[config.mk]
export PLATFORM = sky130hd
export DESIGN_NAME = genera_unos_flat
export DESIGN_NICKNAME = d
export VERILOG_FILES = /design/src/rtl/genera_unos_pkg.sv /design/src/rtl/genera_unos_if.sv /design/src/rtl/genera_unos_uc.sv /design/src/rtl/genera_unos.sv /design/src/flat_wrapper.sv
export SDC_FILE = /design/constraint.sdc
export NUM_CORES = 1
export LEC_CHECK = 0
export ABC_AREA = 1
export CORE_MARGIN = 8
export CORE_UTILIZATION = 33
export CTS_CLUSTER_SIZE = 14
export DETAILED_ROUTE_END_ITERATION = 10
export GPL_TIMING_DRIVEN = 0
export MAX_ROUTING_LAYER = met4
export PLACE_DENSITY_LB_ADDON = 0.08
export RECOVER_POWER = 50
export SYNTH_ARGS = -nofsm -noshare
export SYNTH_HDL_FRONTEND = slang
export SYNTH_SLANG_ARGS = --single-unit
[constraint.sdc]
create_clock -name clk -period 1.32 [get_ports clk]
set_input_delay 0.198 -clock clk [delete_from_list [all_inputs] [get_ports clk]]
set_output_delay 0.198 -clock clk [all_outputs]
set_load 0.01 [all_outputs]
[src/rtl/genera_unos_pkg.sv]
// Shared definitions for the thermometer-code generator: control-unit states and default sizes.
package genera_unos_pkg;

  localparam int unsigned DefNbits = 3;
  localparam int unsigned DefCw    = 4;

  // Encodings are fixed so the states line up with the ones-counter block.
  typedef enum logic [1:0] {
    StInicio   = 2'd0,
    StCarga    = 2'd1,
    StDesplaza = 2'd2,
    StFin      = 2'd3
  } state_e;

endpackage

[src/rtl/genera_unos_if.sv]
// start/fin handshake bundle shared with the ones-counter, carrying the request count and result word.
interface genera_unos_if
  import genera_unos_pkg::*;
#(
  parameter int unsigned NBITS = DefNbits,
  parameter int unsigned CW    = DefCw
) ();

  logic             start;
  logic [CW-1:0]    Cuenta;
  logic [NBITS-1:0] Valor;
  logic             fin;
  logic             desborde;

  modport master (
    output start,
    output Cuenta,
    input  Valor,
    input  fin,
    input  desborde
  );

  modport slave (
    input  start,
    input  Cuenta,
    output Valor,
    output fin,
    output desborde
  );

endinterface

[src/rtl/genera_unos_uc.sv]
// Control unit for genera_unos: sequences load, shifting and the start/fin handshake.
module genera_unos_uc
  import genera_unos_pkg::*;
(
  input  logic clk,
  input  logic reset,
  input  logic start,
  input  logic cero,
  output logic CargaC,
  output logic Decrementa,
  output logic LimpiaV,
  output logic DesplazaV,
  output logic fin
);

  state_e state_q, state_d;

  always_ff @(posedge clk or posedge reset) begin
    if (reset) begin
      state_q <= StInicio;
    end else begin
      state_q <= state_d;
    end
  end

  always_comb begin
    state_d    = state_q;
    CargaC     = 1'b0;
    Decrementa = 1'b0;
    LimpiaV    = 1'b0;
    DesplazaV  = 1'b0;
    fin        = 1'b0;
    unique case (state_q)
      StInicio: begin
        if (start) begin
          state_d = StCarga;
        end
      end
      StCarga: begin
        CargaC  = 1'b1;
        LimpiaV = 1'b1;
        state_d = StDesplaza;
      end
      StDesplaza: begin
        if (cero) begin
          state_d = StFin;
        end else begin
          Decrementa = 1'b1;
          DesplazaV  = 1'b1;
        end
      end
      StFin: begin
        fin = 1'b1;
        // Holding start keeps us here; a new run needs start to drop first.
        if (!start) begin
          state_d = StInicio;
        end
      end
    endcase
  end

endmodule

[src/rtl/genera_unos.sv]
// Builds an NBITS-wide right-justified run of Cuenta ones, one bit per clock, saturating at NBITS.
module genera_unos
  import genera_unos_pkg::*;
#(
  parameter int unsigned NBITS = DefNbits,
  parameter int unsigned CW    = DefCw
) (
  input  logic          clk,
  input  logic          reset,
  genera_unos_if.slave  bus
);

  localparam logic [CW-1:0] NbitsCw = CW'(NBITS);

  logic [CW-1:0]    cnt_q, cnt_d;
  logic [NBITS-1:0] valor_q, valor_d;
  logic             desborde_q, desborde_d;

  logic CargaC, Decrementa, LimpiaV, DesplazaV, fin;
  logic cero;
  logic excede;

  assign cero   = (cnt_q == '0);
  assign excede = (bus.Cuenta > NbitsCw);

  genera_unos_uc u_uc (
    .clk        (clk),
    .reset      (reset),
    .start      (bus.start),
    .cero       (cero),
    .CargaC     (CargaC),
    .Decrementa (Decrementa),
    .LimpiaV    (LimpiaV),
    .DesplazaV  (DesplazaV),
    .fin        (fin)
  );

  always_comb begin
    cnt_d      = cnt_q;
    valor_d    = valor_q;
    desborde_d = desborde_q;
    // Clamp keeps the shift count within the word so oversize requests saturate.
    if (CargaC) begin
      cnt_d      = excede ? NbitsCw : bus.Cuenta;
      desborde_d = excede;
    end else if (Decrementa) begin
      cnt_d = cnt_q - 1'b1;
    end
    if (LimpiaV) begin
      valor_d = '0;
    end else if (DesplazaV) begin
      valor_d = (valor_q << 1) | NBITS'(1);
    end
  end

  always_ff @(posedge clk or posedge reset) begin
    if (reset) begin
      cnt_q      <= '0;
      valor_q    <= '0;
      desborde_q <= 1'b0;
    end else begin
      cnt_q      <= cnt_d;
      valor_q    <= valor_d;
      desborde_q <= desborde_d;
    end
  end

  assign bus.Valor    = valor_q;
  assign bus.fin      = fin;
  assign bus.desborde = desborde_q;

endmodule

[src/flat_wrapper.sv]
// flat-port wrapper written by rule: the top's interface ports become plain ports
module genera_unos_flat import genera_unos_pkg::*;
#(
  parameter int unsigned NBITS = DefNbits,
  parameter int unsigned CW    = DefCw
)
  (clk, reset, bus_start, bus_Cuenta, bus_Valor, bus_fin, bus_desborde);
  genera_unos_if #(.NBITS(NBITS), .CW(CW)) bus_i ();
  input  logic clk;
  input  logic reset;
  input wire logic [$bits(bus_i.start)-1:0] bus_start;
  input wire logic [$bits(bus_i.Cuenta)-1:0] bus_Cuenta;
  output wire logic [$bits(bus_i.Valor)-1:0] bus_Valor;
  output wire logic [$bits(bus_i.fin)-1:0] bus_fin;
  output wire logic [$bits(bus_i.desborde)-1:0] bus_desborde;
  assign bus_i.start = bus_start;
  assign bus_i.Cuenta = bus_Cuenta;
  assign bus_Valor = bus_i.Valor;
  assign bus_fin = bus_i.fin;
  assign bus_desborde = bus_i.desborde;
  genera_unos #(.NBITS(NBITS), .CW(CW)) u_core (.clk(clk), .reset(reset), .bus(bus_i));
endmodule
======== After elaboration in Yosys (flattened, before gate mapping) ========
Cells that the tools add are included.
word-level totals
  bits in registers ....................... 10
  output and inout bits ................... 5
  logic and storage cells ................. 29
  input bits .............................. 7
cells by class
  mux-type cells .......................... 13
  add/sub/neg operators ................... 1
  equality and inequality tests ........... 6
  order comparisons ....................... 1
  reduce and logical (&&, ||, !) cells .... 4
operators by type and width
  kind                                                                             count
  4-bit 2-to-1 mux                                                                 3
  2-bit case mux with 4 select lines                                               1
  2-bit 2-to-1 mux                                                                 3
  3-bit 2-to-1 mux                                                                 2
  2-bit == test, second input constant                                             2
  4-bit by 2-bit greater-than comparator with 1-bit output, second input constant  1
  4-bit zero test                                                                  1
  1-bit 2-to-1 mux                                                                 4
  2-bit inequality test, second input constant                                     2
  4-bit by 1-bit subtractor with 4-bit output, second input constant               1
  3-bit AND reduction                                                              1
  2-bit by 1-bit == test with 1-bit output, second input constant                  1
  2-bit zero test                                                                  1
  2-bit by 1-bit inequality test with 1-bit output, second input constant          1
  2-bit nonzero test                                                               1

======== Longest topological paths before layout ========
  depth in word-level cells ............... 5
  gate-level depth with buffers ........... 8
  mapped depth without buffers ............ 8

======== Cells and area by module ========
A second synthesis with hierarchy kept.
unflattened totals
  cells, all modules ...................... 86
  area, all modules ....................... 630.6 µm²
by module, submodules not included
  module          times used  area each (µm²)  cells an instance  seq. area each (µm²)
  genera_unos     1           404.1            55                 200.2
  genera_unos_uc  1           226.5            31                 50.0

======== Worst setup path before layout ========
No wires, ideal clock.
  path type ............................... register to register
  start ................................... register u_core.u_uc.state_q[0]
  end ..................................... register u_core.u_uc.state_q[0]
  cell stages (with the launch flop) ...... 6
  slack ................................... 0.121 ns
  setup time .............................. 0.117 ns
  clock period less this slack ............ 1.199 ns
  data arrival time ....................... 1.082 ns
  data required time ...................... 1.203 ns
  buffers on the path ..................... 0
  path through ............................ dfrtp_1 -> inv_1 -> ha_1 -> or2_2 -> nand3_1 -> nand2_1
on the way
  cells in the longest elaborated chain, start to end .. 3
  elaborated cells on any way between the ends .. 9
  those cells by class .................... eq/ne (6); mux (1); reduce/logical (2)
ends and longest elaborated chain
  what                                                                                                 RTL line              source
  start, declared                                                                                      genera_unos_uc.sv:16  state_e state_q, state_d;
  start signal, assigned                                                                               genera_unos_uc.sv:20  state_q <= StInicio;
  start signal, assigned                                                                               genera_unos_uc.sv:22  state_q <= state_d;
  2-bit == test or 2-bit zero test (tied branches)                                                     genera_unos_uc.sv:33  unique case (state_q)
  2-bit by 1-bit inequality test with 1-bit output (no line) or 2-bit inequality test (tied branches)  n/a
  3-bit AND reduction (no line)                                                                        n/a
Parallel ways exist; a longest one is shown, timed or not.
A chain may end at the register's enable or synchronous reset.

======== Worst setup path after layout ========
Ends and elaborated chain as after synthesis.

==> run_results.csv <==
group,metric,value,unit
run_status,status,"complete, no violations",
die,die_h,58.7,um
cells_and_area,final_cell_count_no_fill,116,
clock_tree,tritoncts,"done",
placement,dpl-instance-area,743,sq um
drt,drtPass1Iterations,4,
placement,gp_congestion,0.692,
timing,skew,0.000915,ns
grt,grt_usage,8.26,%
die,rows,15,
clock_tree,clkSlewWorstSetupHoldPaths,0.06,ns
power_and_ir_drop,internal_power,1.10,mW
clock_tree,cts_made_buffers,3,
clock_tree,clk_root_buffer_cell,"clkbuf_4",
setup_path,cp_max_fo,3,
grt,antenna_found_initial,0,
logic_synthesis,syn-num-nets,86,
cells_and_area,area_growth,36.2,%
cells_and_area,nets,106,
clock_tree,clk_latency,0.26,ns
grt,globalRouteMet3Util,4.57,%
power_and_ir_drop,finalPower,1.98,mW
grt,use_met1,8.99,%
setup_path,rr_worst_depth,6,
drt,drtAntennaViolNets,0,
timing,worst_pin_slew,0.388,ns
timing,fmax,778,MHz
drt,routedWlPerCell,10.8,um
logic_synthesis,synth_area_per_cell,8.24,sq um
setup_path,cpMaxStageDelayCell,"dfrtp_1",
setup_path,slowest_delay,0.35,ns
timing,relSlewSlack,74.1,%
setup_path,critical_path_class,"reg -> reg",
die,die_area,3450,sq um
drt,drc,0,
drt,viasPerCell,4.40,
drt,drtIter0Drc,13,
cells_and_area,fin_area,820,sq um
logic_synthesis,postSynthCellCount,73,
clock_tree,postCtsHoldBufs,0,
grt,gr-total-overflow,0,
power_and_ir_drop,vdd_drop_max,1310,uV
clock_tree,h-tree-depth,1,
die,die_x,58.7,um
logic_synthesis,yosys_warnings,0,
timing,hold_violations,0,
grt,grt_pass1_vias,477,
setup_path,cp-end-kind,"flip-flop",
setup_path,start_kind,"flip-flop",
timing,period_minus_slack,1.29,ns
die,start_util,34.9,%
drt,vias,510,
power_and_ir_drop,combPwrFrac,63.4,%
timing,setup_viol,0,
cells_and_area,fin_util,47.5,%
worst_hold_path,min_path_type,"in -> async",
timing,whs,0.348,ns
drt,wl,1.25,mm
power_and_ir_drop,p_sw_share,44.7,%
power_and_ir_drop,p_switching,0.887,mW
power_and_ir_drop,power_frac_seq,26.3,%
clock_tree,cts.sinks,10,
cells_and_area,antenna_cells,0,
setup_path,cp_cell_sequence,"buf_4 -> inv_2 -> ha_2 -> or2_2 -> nand3_1 -> nand2_1",
placement,portBuffers,11,
logic_synthesis,syn-cell-area,602,sq um
cells_and_area,drive_gt1_share,29.7,%
placement,hpwl,908,um
grt,busiest_layer,"met2",
logic_synthesis,synthDistinctLibCells,16,
setup_path,required,1.48,ns
clock_tree,clk_path_buf_depth,2,
cells_and_area,fillers,187,
timing,rsz0062_at_grt,"true",
logic_synthesis,yosysSeqAreaShare,41.6,%
placement,dp.cells,109,
grt,grt_pass1_wl,2.05,mm
timing,fin_crit_sh,97.4,%
power_and_ir_drop,power_frac_clock,10.3,%
power_and_ir_drop,power_density,2420,nW/um^2
timing,drv_slew,0,
logic_synthesis,ys_seq_elements,10,
power_and_ir_drop,cellLeakagePower,0.432,nW
job,maxCapViolCount,0,
die,core-area,1730,sq um
grt,grt_max_degree,11,
setup_path,cp.arrival,1.44,ns
die,io_pins,12,
grt,grt_use_met2,12.0,%
-- cells in the mapped netlist --
cell type | instances | area (sq um)
nand2_1 | 20 | 75.1
nand3_1 | 11 | 55.1
dfrtp_1 | 10 | 250
inv_1 | 8 | 30.0
ha_1 | 6 | 75.1
nor2_1 | 4 | 15.0
o21ai_0 | 3 | 15.0
nand2_4 | 2 | 22.5
o21ai_2 | 2 | 17.5
a21oi_1 | 1 | 5.00
buf_4 | 1 | 7.51
inv_4 | 1 | 6.26
nand2_2 | 1 | 6.26
nor2_2 | 1 | 6.26
or2_2 | 1 | 6.26
xor2_1 | 1 | 8.76
-- layout by cell type (no fill, tap or decap) --
cell | Yosys | layout
nand2_4 | 2 | 2
buf_4 | 1 | 2
inv_4 | 1 | 3
inv_1 | 8 | 3
inv_2 | 0 | 3
nand3_1 | 11 | 11
o21ai_0 | 3 | 1
dlygate4sd3_1 | 0 | 1
buf_2 | 0 | 1
xor2_1 | 1 | 1
nor2_1 | 4 | 4
nand2_1 | 20 | 20
dlygate4sd2_1 | 0 | 4
ha_2 | 0 | 3
or2_2 | 1 | 1
ha_1 | 6 | 2
clkbuf_4 | 0 | 3
nor2_2 | 1 | 1
buf_6 | 0 | 2
dfrtp_1 | 10 | 10
a21oi_2 | 0 | 1
ha_4 | 0 | 1
clkdlybuf4s50_1 | 0 | 5
clkbuf_2 | 0 | 1
o21ai_1 | 0 | 2
o21ai_2 | 2 | 2
nand2_2 | 1 | 1
-- power groups by stage --
stage | logic (mW) | registers (mW) | clock network, mW
after floorplan | 0.775 | 0.545 | 0
after global placement | 1.07 | 0.541 | 0
after detailed placement | 1.08 | 0.540 | 0
after CTS | 1.17 | 0.517 | 0.219
after global routing | 1.41 | 0.537 | 0.235
final | 1.26 | 0.521 | 0.204
-- cells by family (layout without fill, tap and decap cells) --
kind of cell	Yosys count	count (layout)	synth area share, %
AO/OA/AOI/OAI	6	6	6.24
XOR/XNOR	1	1	1.46
adder cells (fa/ha/maj)	6	6	12.5
buffers and inverters	10	28	7.28
flip-flops	10	10	41.6
AND/OR/NAND/NOR	40	40	31.0
-- worst paths after layout --
kind | startpoint | endpoint | slack (ns)
worst max-delay path | u_core.u_uc.state_q[0] | u_core.u_uc.state_q[0] | 0.03
worst min-delay path | reset | u_core.bus.Valor[1] | 0.35
worst max register to register | u_core.u_uc.state_q[0] | u_core.u_uc.state_q[0] | 0.03
worst min register to register | u_core.bus.desborde | u_core.bus.desborde | 0.49
max in group asynchronous | reset | u_core.bus.desborde | 0.70
min in group clk | u_core.bus.desborde | u_core.bus.desborde | 0.49
-- per-stage QoR --
step                TNS (ns)  worst slack, ns
floorplan                  0            0.121
global placement     -0.0582          -0.0310
detailed placement   -0.0369          -0.0220
CTS                  -0.0171          -0.0171
global route         -0.0349          -0.0300
finish                     0           0.0349
-- per-layer routing --
metal / up-vias / routed length, um
met5: - / 0
met4: 0 / 9
met3: 2 / 42
met2: 7 / 588
met1: 228 / 608
li1: 273 / -
-- repair_timing --
item,CTS,global route
pin swaps,1,1
setup endpoints to repair,7,9
buffers inserted,3,0
gates resized for setup,14,10
cloned,0,1
-- worst max-delay path, delay by kind of cell, from the launching register on --
kind                       cells  cell delay [ns]
adders and majority gates      1             0.20
buffers and inverters          2             0.19
DFF                            1             0.35
and+or+nand+nor                3             0.44
-- area by class of cell --
class	count	area, sq um	share of cell area, %
timing repair buffer	15	131	16.0
clock buffer	3	22.5	2.75
buffer	1	11.3	1.37
inverter	9	41.3	5.04
tap	25	31.3	3.82
sequential	10	250	30.5
multi-input combinational	53	332	40.5
-- sequential cells by signal (all words and copies together), names as in the netlist --
signal and cells:
u_core.bus.desborde 1, u_core.cnt_q 4, u_core.u_uc.state_q 2, u_core.bus.Valor 3
(Power assumes the default switching activity.)
